===== config.mk =====
export PLATFORM = sky130hd
export DESIGN_NAME = lap_stopwatch_core_flat
export DESIGN_NICKNAME = d
export VERILOG_FILES = /design/src/rtl/lap_stopwatch_core_if.sv /design/src/rtl/lap_stopwatch_core.sv /design/src/flat_wrapper.sv
export SDC_FILE = /design/constraint.sdc
export NUM_CORES = 1
export LEC_CHECK = 0
export ABC_AREA = 1
export ABC_CLOCK_PERIOD_IN_PS = 2950
export BUFFER_PORTS_ARGS = -buffer_cell sky130_fd_sc_hd__buf_2
export CAP_MARGIN = 20
export CORE_MARGIN = 2
export CORE_UTILIZATION = 30
export CTS_CLUSTER_SIZE = 24
export DETAILED_ROUTE_END_ITERATION = 8
export PLACE_DENSITY = 0.55
export SLEW_MARGIN = 10
export SYNTH_ARGS = -nofsm -noshare
export SYNTH_HDL_FRONTEND = slang
export SYNTH_SLANG_ARGS = --single-unit

===== constraint.sdc =====
create_clock -name clock -period 2.95 [get_ports clock]
set_input_delay 0.1475 -clock clock [delete_from_list [all_inputs] [get_ports clock]]
set_output_delay 0.1475 -clock clock [all_outputs]
set_load 0.005 [all_outputs]

===== src/rtl/lap_stopwatch_core_if.sv =====
// Command/status bundle between the key debouncers (master) and the
// stopwatch core (slave).
//   start_pause, lap, reset_cmd, clear : single-cycle command pulses
//   lap_rd_idx                         : lap read index, 0 = newest lap
//   running, split_active, overflow    : status flags
//   timestamp, disp_timestamp          : live / displayed time {h,m,s,cs}
//   lap_count, lap_full, lap_rd_data   : lap buffer status and read data
interface lap_stopwatch_core_if #(
  parameter int unsigned LAP_DEPTH = 8
);
  localparam int unsigned IDX_W = $clog2(LAP_DEPTH);
  localparam int unsigned TS_W  = 28;

  logic             start_pause;
  logic             lap;
  logic             reset_cmd;
  logic             clear;
  logic [IDX_W-1:0] lap_rd_idx;

  logic             running;
  logic             split_active;
  logic             overflow;
  logic [TS_W-1:0]  timestamp;
  logic [TS_W-1:0]  disp_timestamp;
  logic [IDX_W:0]   lap_count;
  logic             lap_full;
  logic [TS_W-1:0]  lap_rd_data;

  modport master (
    output start_pause, lap, reset_cmd, clear, lap_rd_idx,
    input  running, split_active, overflow, timestamp, disp_timestamp,
           lap_count, lap_full, lap_rd_data
  );

  modport slave (
    input  start_pause, lap, reset_cmd, clear, lap_rd_idx,
    output running, split_active, overflow, timestamp, disp_timestamp,
           lap_count, lap_full, lap_rd_data
  );
endinterface


===== src/rtl/lap_stopwatch_core.sv =====
// Stopwatch timing core with a circular lap (split) memory.
// Runs an hour/minute/second/centisecond counter from a clock prescaler,
// captures lap times and drives a display time that can be frozen on a lap.
// Ports:
//   clock   : system clock, rising edge
//   reset_n : asynchronous active-low reset
//   bus     : lap_stopwatch_core_if slave (commands in, status/time out)
module lap_stopwatch_core #(
  parameter int unsigned TICK_DIV  = 500000,
  parameter int unsigned LAP_DEPTH = 8,
  parameter int unsigned HOUR_MAX  = 24
) (
  input  logic                 clock,
  input  logic                 reset_n,
  lap_stopwatch_core_if.slave  bus
);
  localparam int unsigned IDX_W = $clog2(LAP_DEPTH);
  localparam int unsigned CNT_W = IDX_W + 1;
  localparam int unsigned PRE_W = $clog2(TICK_DIV);
  localparam int unsigned TS_W  = 28;
  localparam int unsigned F_W   = 7;

  typedef enum logic [1:0] {
    S_IDLE    = 2'd0,
    S_RUNNING = 2'd1,
    S_PAUSED  = 2'd2,
    S_SPLIT   = 2'd3
  } state_t;

  state_t            state_q, state_d;
  logic              store_lap, zero_time;

  logic [PRE_W-1:0]  presc_q, presc_d;
  logic [TS_W-1:0]   ts_q, ts_d, ts_inc;
  logic [TS_W-1:0]   frz_q, frz_d;
  logic [TS_W-1:0]   disp_q, disp_d;
  logic              ovf_q, ovf_d;
  logic              run_q, split_q;
  logic              counting, tick, wrap;

  logic [F_W-1:0]    cs, sec, mins, hr;
  logic [F_W-1:0]    cs_n, sec_n, mins_n, hr_n;

  logic [TS_W-1:0]   mem_q [LAP_DEPTH];
  logic [IDX_W-1:0]  wptr_q, wptr_d, rd_addr;
  logic [CNT_W-1:0]  cnt_q, cnt_d;
  logic              full_q, full_d, wr_en;
  logic [TS_W-1:0]   rd_q, rd_d;

  // State register.
  always_ff @(posedge clock or negedge reset_n) begin
    if (!reset_n) state_q <= S_IDLE;
    else          state_q <= state_d;
  end

  // Next state; priority reset_cmd > start_pause > lap among commands that act.
  always_comb begin
    state_d   = state_q;
    store_lap = 1'b0;
    zero_time = 1'b0;
    case (state_q)
      S_IDLE: begin
        if (bus.start_pause) state_d = S_RUNNING;
      end
      S_RUNNING: begin
        if (bus.start_pause) begin
          state_d = S_PAUSED;
        end else if (bus.lap) begin
          state_d   = S_SPLIT;
          store_lap = 1'b1;
        end
      end
      S_PAUSED: begin
        if (bus.reset_cmd) begin
          state_d   = S_IDLE;
          zero_time = 1'b1;
        end else if (bus.start_pause) begin
          state_d = S_RUNNING;
        end
      end
      S_SPLIT: begin
        if (bus.reset_cmd) begin
          state_d = S_RUNNING;
        end else if (bus.start_pause) begin
          state_d = S_PAUSED;
        end else if (bus.lap) begin
          state_d   = S_SPLIT;
          store_lap = 1'b1;
        end
      end
      default: state_d = S_IDLE;
    endcase
  end

  assign {hr, mins, sec, cs} = ts_q;

  // One-centisecond increment with full carry ripple; wrap flags the hour rollover.
  always_comb begin
    cs_n   = cs;
    sec_n  = sec;
    mins_n = mins;
    hr_n   = hr;
    wrap   = 1'b0;
    if (cs != 7'd99) begin
      cs_n = cs + 7'd1;
    end else begin
      cs_n = '0;
      if (sec != 7'd59) begin
        sec_n = sec + 7'd1;
      end else begin
        sec_n = '0;
        if (mins != 7'd59) begin
          mins_n = mins + 7'd1;
        end else begin
          mins_n = '0;
          if (hr != F_W'(HOUR_MAX - 1)) begin
            hr_n = hr + 7'd1;
          end else begin
            hr_n = '0;
            wrap = 1'b1;
          end
        end
      end
    end
    ts_inc = {hr_n, mins_n, sec_n, cs_n};
  end

  // Prescaler, time, overflow and display next values.
  always_comb begin
    counting = (state_q == S_RUNNING) || (state_q == S_SPLIT);
    tick     = counting && (presc_q == PRE_W'(TICK_DIV - 1));
    presc_d  = presc_q;
    ts_d     = ts_q;
    ovf_d    = ovf_q;
    frz_d    = frz_q;
    if (zero_time) begin
      presc_d = '0;
      ts_d    = '0;
      ovf_d   = 1'b0;
    end else if (counting) begin
      presc_d = tick ? '0 : presc_q + PRE_W'(1);
      if (tick) begin
        ts_d = ts_inc;
        if (wrap) ovf_d = 1'b1;
      end
    end
    // Lap captures the pre-increment time seen at the command edge.
    if (store_lap) frz_d = ts_q;
    disp_d = (state_d == S_SPLIT) ? frz_d : ts_d;
  end

  // Timer datapath and status registers.
  always_ff @(posedge clock or negedge reset_n) begin
    if (!reset_n) begin
      presc_q <= '0;
      ts_q    <= '0;
      ovf_q   <= 1'b0;
      frz_q   <= '0;
      disp_q  <= '0;
      run_q   <= 1'b0;
      split_q <= 1'b0;
    end else begin
      presc_q <= presc_d;
      ts_q    <= ts_d;
      ovf_q   <= ovf_d;
      frz_q   <= frz_d;
      disp_q  <= disp_d;
      run_q   <= (state_d == S_RUNNING) || (state_d == S_SPLIT);
      split_q <= (state_d == S_SPLIT);
    end
  end

  // Lap buffer pointers; clear beats a simultaneous store.
  always_comb begin
    cnt_d  = cnt_q;
    wptr_d = wptr_q;
    wr_en  = 1'b0;
    if (bus.clear) begin
      cnt_d  = '0;
      wptr_d = '0;
    end else if (store_lap) begin
      wr_en  = 1'b1;
      wptr_d = wptr_q + IDX_W'(1);
      if (cnt_q != CNT_W'(LAP_DEPTH)) cnt_d = cnt_q + CNT_W'(1);
    end
    full_d = (cnt_d == CNT_W'(LAP_DEPTH));
    // Index 0 is the newest entry, just behind the write pointer.
    rd_addr = wptr_q - IDX_W'(1) - bus.lap_rd_idx;
    rd_d    = ({1'b0, bus.lap_rd_idx} < cnt_q) ? mem_q[rd_addr] : '0;
  end

  // Lap storage and registered read port.
  always_ff @(posedge clock or negedge reset_n) begin
    if (!reset_n) begin
      for (int unsigned i = 0; i < LAP_DEPTH; i++) mem_q[IDX_W'(i)] <= '0;
      wptr_q <= '0;
      cnt_q  <= '0;
      full_q <= 1'b0;
      rd_q   <= '0;
    end else begin
      if (wr_en) mem_q[wptr_q] <= ts_q;
      wptr_q <= wptr_d;
      cnt_q  <= cnt_d;
      full_q <= full_d;
      rd_q   <= rd_d;
    end
  end

  assign bus.running        = run_q;
  assign bus.split_active   = split_q;
  assign bus.overflow       = ovf_q;
  assign bus.timestamp      = ts_q;
  assign bus.disp_timestamp = disp_q;
  assign bus.lap_count      = cnt_q;
  assign bus.lap_full       = full_q;
  assign bus.lap_rd_data    = rd_q;
endmodule

===== src/flat_wrapper.sv =====
// flat-port wrapper written by rule: the top's interface ports become plain ports
module lap_stopwatch_core_flat 
#(
  parameter int unsigned TICK_DIV  = 500000,
  parameter int unsigned LAP_DEPTH = 8,
  parameter int unsigned HOUR_MAX  = 24
)
  (clock, reset_n, bus_start_pause, bus_lap, bus_reset_cmd, bus_clear, bus_lap_rd_idx, bus_running, bus_split_active, bus_overflow, bus_timestamp, bus_disp_timestamp, bus_lap_count, bus_lap_full, bus_lap_rd_data);
  lap_stopwatch_core_if #(.LAP_DEPTH(LAP_DEPTH)) bus_i ();
  input  logic clock;
  input  logic reset_n;
  input wire logic [$bits(bus_i.start_pause)-1:0] bus_start_pause;
  input wire logic [$bits(bus_i.lap)-1:0] bus_lap;
  input wire logic [$bits(bus_i.reset_cmd)-1:0] bus_reset_cmd;
  input wire logic [$bits(bus_i.clear)-1:0] bus_clear;
  input wire logic [$bits(bus_i.lap_rd_idx)-1:0] bus_lap_rd_idx;
  output wire logic [$bits(bus_i.running)-1:0] bus_running;
  output wire logic [$bits(bus_i.split_active)-1:0] bus_split_active;
  output wire logic [$bits(bus_i.overflow)-1:0] bus_overflow;
  output wire logic [$bits(bus_i.timestamp)-1:0] bus_timestamp;
  output wire logic [$bits(bus_i.disp_timestamp)-1:0] bus_disp_timestamp;
  output wire logic [$bits(bus_i.lap_count)-1:0] bus_lap_count;
  output wire logic [$bits(bus_i.lap_full)-1:0] bus_lap_full;
  output wire logic [$bits(bus_i.lap_rd_data)-1:0] bus_lap_rd_data;
  assign bus_i.start_pause = bus_start_pause;
  assign bus_i.lap = bus_lap;
  assign bus_i.reset_cmd = bus_reset_cmd;
  assign bus_i.clear = bus_clear;
  assign bus_i.lap_rd_idx = bus_lap_rd_idx;
  assign bus_running = bus_i.running;
  assign bus_split_active = bus_i.split_active;
  assign bus_overflow = bus_i.overflow;
  assign bus_timestamp = bus_i.timestamp;
  assign bus_disp_timestamp = bus_i.disp_timestamp;
  assign bus_lap_count = bus_i.lap_count;
  assign bus_lap_full = bus_i.lap_full;
  assign bus_lap_rd_data = bus_i.lap_rd_data;
  lap_stopwatch_core #(.TICK_DIV(TICK_DIV), .LAP_DEPTH(LAP_DEPTH), .HOUR_MAX(HOUR_MAX)) u_core (.clock(clock), .reset_n(reset_n), .bus(bus_i));
endmodule

==> results.sh <==
export IMPL_outcome="completed"
export IMPL_start_util=0.304
export IMPL_n_fill_cell=5422
export IMPL_place_inst=2585
export IMPL_root_buffer="clkbuf_16"
export IMPL_numCtsBuffers=40
export IMPL_worstPathCellList="ha_4, inv_1, fa_4, buf_4, a21oi_1, a32o_1, nand2_1, o221a_2"
export IMPL_min_period_ns=2.65
export IMPL_area_growth_pct=16.0
export IMPL_clock_sinks=367
export IMPL_mostFrequentLayoutCells="618 x nand2_1, 367 x dfrtp_1, 191 x o21ai_0, 99 x buf_2, 98 x o21ai_1"
export IMPL_grt_remaining_overflow=0
export IMPL_critPathLaunchType="flop"
export IMPL_min_period_over_period=0.897
export IMPL_required_ns=3.43
export IMPL_gp_congestion=0.869
export IMPL_finalPower_mw=12.6
export IMPL_ys_warn_count=0
export IMPL_path_clk_slew_ns=0.06
export IMPL_crit_type="reg2reg"
export IMPL_min_path_cells=4
export IMPL_seq_area_frac_synth=0.560
export IMPL_wirelength_mm=46.3
export IMPL_comb_power_share=0.154
export IMPL_synth_area_sq_um=16400
export IMPL_hpwl_mm=28.4
export IMPL_final_util=0.353
export IMPL_cp_slowest_cell="fa_4"
export IMPL_num_vias=13400
export IMPL_p_clk_frac=0.403
export IMPL_drtAntennaViolNets=0
export IMPL_peakVddDrop_mv=0.583
export IMPL_p_seq_frac=0.443
export IMPL_layout_drive_gt1_share=0.137
export IMPL_worstPathMaxFanout=23
export IMPL_arrival_ns=3.13
export IMPL_antenna_found_initial=3
export IMPL_finalSetupViolCount=0
export IMPL_clk_latency_ns=0.55
export IMPL_core_rowCount=85
export IMPL_p_int_mw=9.03
export IMPL_hold_violations=0
export IMPL_grt_pass1_vias=12900
export IMPL_wire_per_inst_microns=17.4
export IMPL_netSwitchingFraction=0.284
export IMPL_die_x_microns=238
export IMPL_ys_seq_elements=367
export IMPL_grt_pass1_wl_mm=73.8
export IMPL_die_y_microns=238
export IMPL_ff_latch_area_sq_um=9180
export IMPL_cts_tree="yes"
export IMPL_synth_nets=1898
export IMPL_post_cts_resized=0
export IMPL_maxCapViolCount=0
export IMPL_synth_distinct_cells=47
export IMPL_drt_first_pass_iters=6
export IMPL_cts_htree_levels=2
export IMPL_reg2reg_depth=8
export IMPL_fmax_mhz=378
export IMPL_switchingPower_mw=3.58
export IMPL_io_pins=101
export IMPL_tns_ns=0
export IMPL_multi_input_area_sq_um=6370
export IMPL_dieArea_sq_um=56600
export IMPL_slew_viol_final=0
export IMPL_grt_start_max_net_pins=100
export IMPL_grt_use_total=0.164
export IMPL_cpPeakStageDelay_ns=1.04
export IMPL_detail_route_vias_per_cell=5.05
export IMPL_final_common_cell="nand2_1"
export IMPL_core_area_sq_um=53900
export IMPL_rsz0062_at_grt="no"
export IMPL_slew_headroom=0.451
export IMPL_drt_iter0_drc=1116
export IMPL_power_density_nw_per_um2=662
export IMPL_numPortBuffers=100
export IMPL_fin_cells=2662
export IMPL_cts_path_max_buffers=3
export IMPL_avgSynthCellArea_sq_um=8.74
export IMPL_hold_path_class="in2reg"
export IMPL_cp_end_kind="flop"
export IMPL_p_leak_nw=8.63
export IMPL_nets=1955
export IMPL_drc=0
export IMPL_finalClockSkew_ns=0.0229
export IMPL_tightestPinTransition_ns=0.823
export IMPL_synthCells=1877
[cell type report]
cell class / instances / area share
flip-flops and latches: 367 / 0.483
multi-input cells: 1294 / 0.335
clock buffers: 58 / 0.0615
repair buffers: 142 / 0.0490
well taps: 696 / 0.0458
inverters: 89 / 0.0176
clock inverters: 15 / 0.00855
diodes: 1 / 0.000131
[cell usage after synthesis (all sizes together)]
library cell / instances / share of area
nand2: 623 / 0.14
dfrtp: 367 / 0.56
o21ai: 289 / 0.088
inv: 87 / 0.020
a21oi: 74 / 0.023
nor2: 73 / 0.018
clkbuf: 72 / 0.016
nand3: 58 / 0.018
buf: 55 / 0.017
a32o: 27 / 0.016
a32oi: 27 / 0.014
o221a: 27 / 0.019
nand4: 23 / 0.0097
nor3: 19 / 0.0068
ha: 11 / 0.0084
xor2: 9 / 0.0048
o21a: 7 / 0.0032
and3: 5 / 0.0019
and2: 4 / 0.0015
or2: 3 / 0.0011
a31o: 2 / 0.0011
clkinv: 2 / 0.00046
nand3b: 2 / 0.0017
nor4: 2 / 0.00076
o32ai: 2 / 0.0011
a211oi: 1 / 0.00046
a31oi: 1 / 0.00038
fa: 1 / 0.0012
o211ai: 1 / 0.00046
o21bai: 1 / 0.00046
o311ai: 1 / 0.00053
xnor2: 1 / 0.00053
[flip-flops by register name, summed over array words and instances (netlist names)]
name and flops:
u_core.bus.lap_count 4, u_core.frz_q 28, u_core.bus.overflow 1, u_core.wptr_q 3, u_core.bus.running 1, u_core.state_q 1
u_core.bus.split_active 1, u_core.bus.lap_full 1, u_core.bus.disp_timestamp 28, u_core.bus.timestamp 28, u_core.presc_q 19, u_core.bus.lap_rd_data 28
u_core.mem_q 224
[worst paths after layout]
path                       slack, ns               from                         to
setup / recovery                0.30   u_core.wptr_q[0]  u_core.bus.lap_rd_data[6]
hold / removal                  0.09      bus_reset_cmd         u_core.bus.running
setup reg to reg                0.30   u_core.wptr_q[0]  u_core.bus.lap_rd_data[6]
hold reg to reg                 0.48  u_core.mem_q[182]          u_core.mem_q[182]
max in group asynchronous       1.75            reset_n            u_core.mem_q[0]
min in group asynchronous       0.31            reset_n          u_core.mem_q[113]
[critical path, delay by kind of cell, from the launching register on]
kind / cells / cell delay, ns
AOI/OAI and AO/OA: 3 / 0.46
adders and majority gates: 2 / 1.21
buffers and inverters: 2 / 0.34
DFF: 1 / 0.50
and+or+nand+nor: 1 / 0.06
[power groups by stage]
| stage | Clock [mW] | Combinational [mW] | Sequential (mW) |
|---|---|---|---|
| 6_report | 5.08 | 1.94 | 5.59 |
| 5_1_grt | 5.44 | 2.18 | 5.63 |
| 4_1_cts | 5.24 | 1.96 | 5.59 |
| 3_5_place_dp | 0 | 1.94 | 5.67 |
| 3_3_place_gp | 0 | 1.91 | 5.67 |
| 2_1_floorplan | 0 | 1.23 | 5.62 |
[logic make-up (layout without fill, tap and decap cells)]
group,after synthesis,after routing,synth area share
AO/OA/AOI/OAI,460,460,0.168
XOR/XNOR,10,10,0.00534
adder cells (fa/ha/maj),12,12,0.00961
buffers and inverters,216,304,0.0542
flip-flops,367,367,0.560
other,0,1,0
AND/OR/NAND/NOR,812,812,0.203
[what timing repair did]
item                                   4_1_cts  5_1_grt
buffers inserted                             0        0
endpoints found under the hold margin       97        0
hold buffers                                 3        0
[metal layers]
metal / global-route usage / part of all wire / vias to the layer above
met5: 0 / 0 / -
met4: 0.0450 / 0.020 / 0
met3: 0.0267 / 0.056 / 60
met2: 0.267 / 0.47 / 375
met1: 0.228 / 0.46 / 6601
li1: - / - / 6403
[through the flow]
stage	worst slack (ns)	cell area (sq um)	hold WS, ns
global route	0.193	19000	0.130
global placement	0.413	17700	0.277
floorplan	0.754	16400	-0.148
detailed placement	0.359	17700	0.287
finish	0.303	19000	0.0921
CTS	0.343	19000	0.0597
No activity file was read; power rests on OpenSTA's default activity.
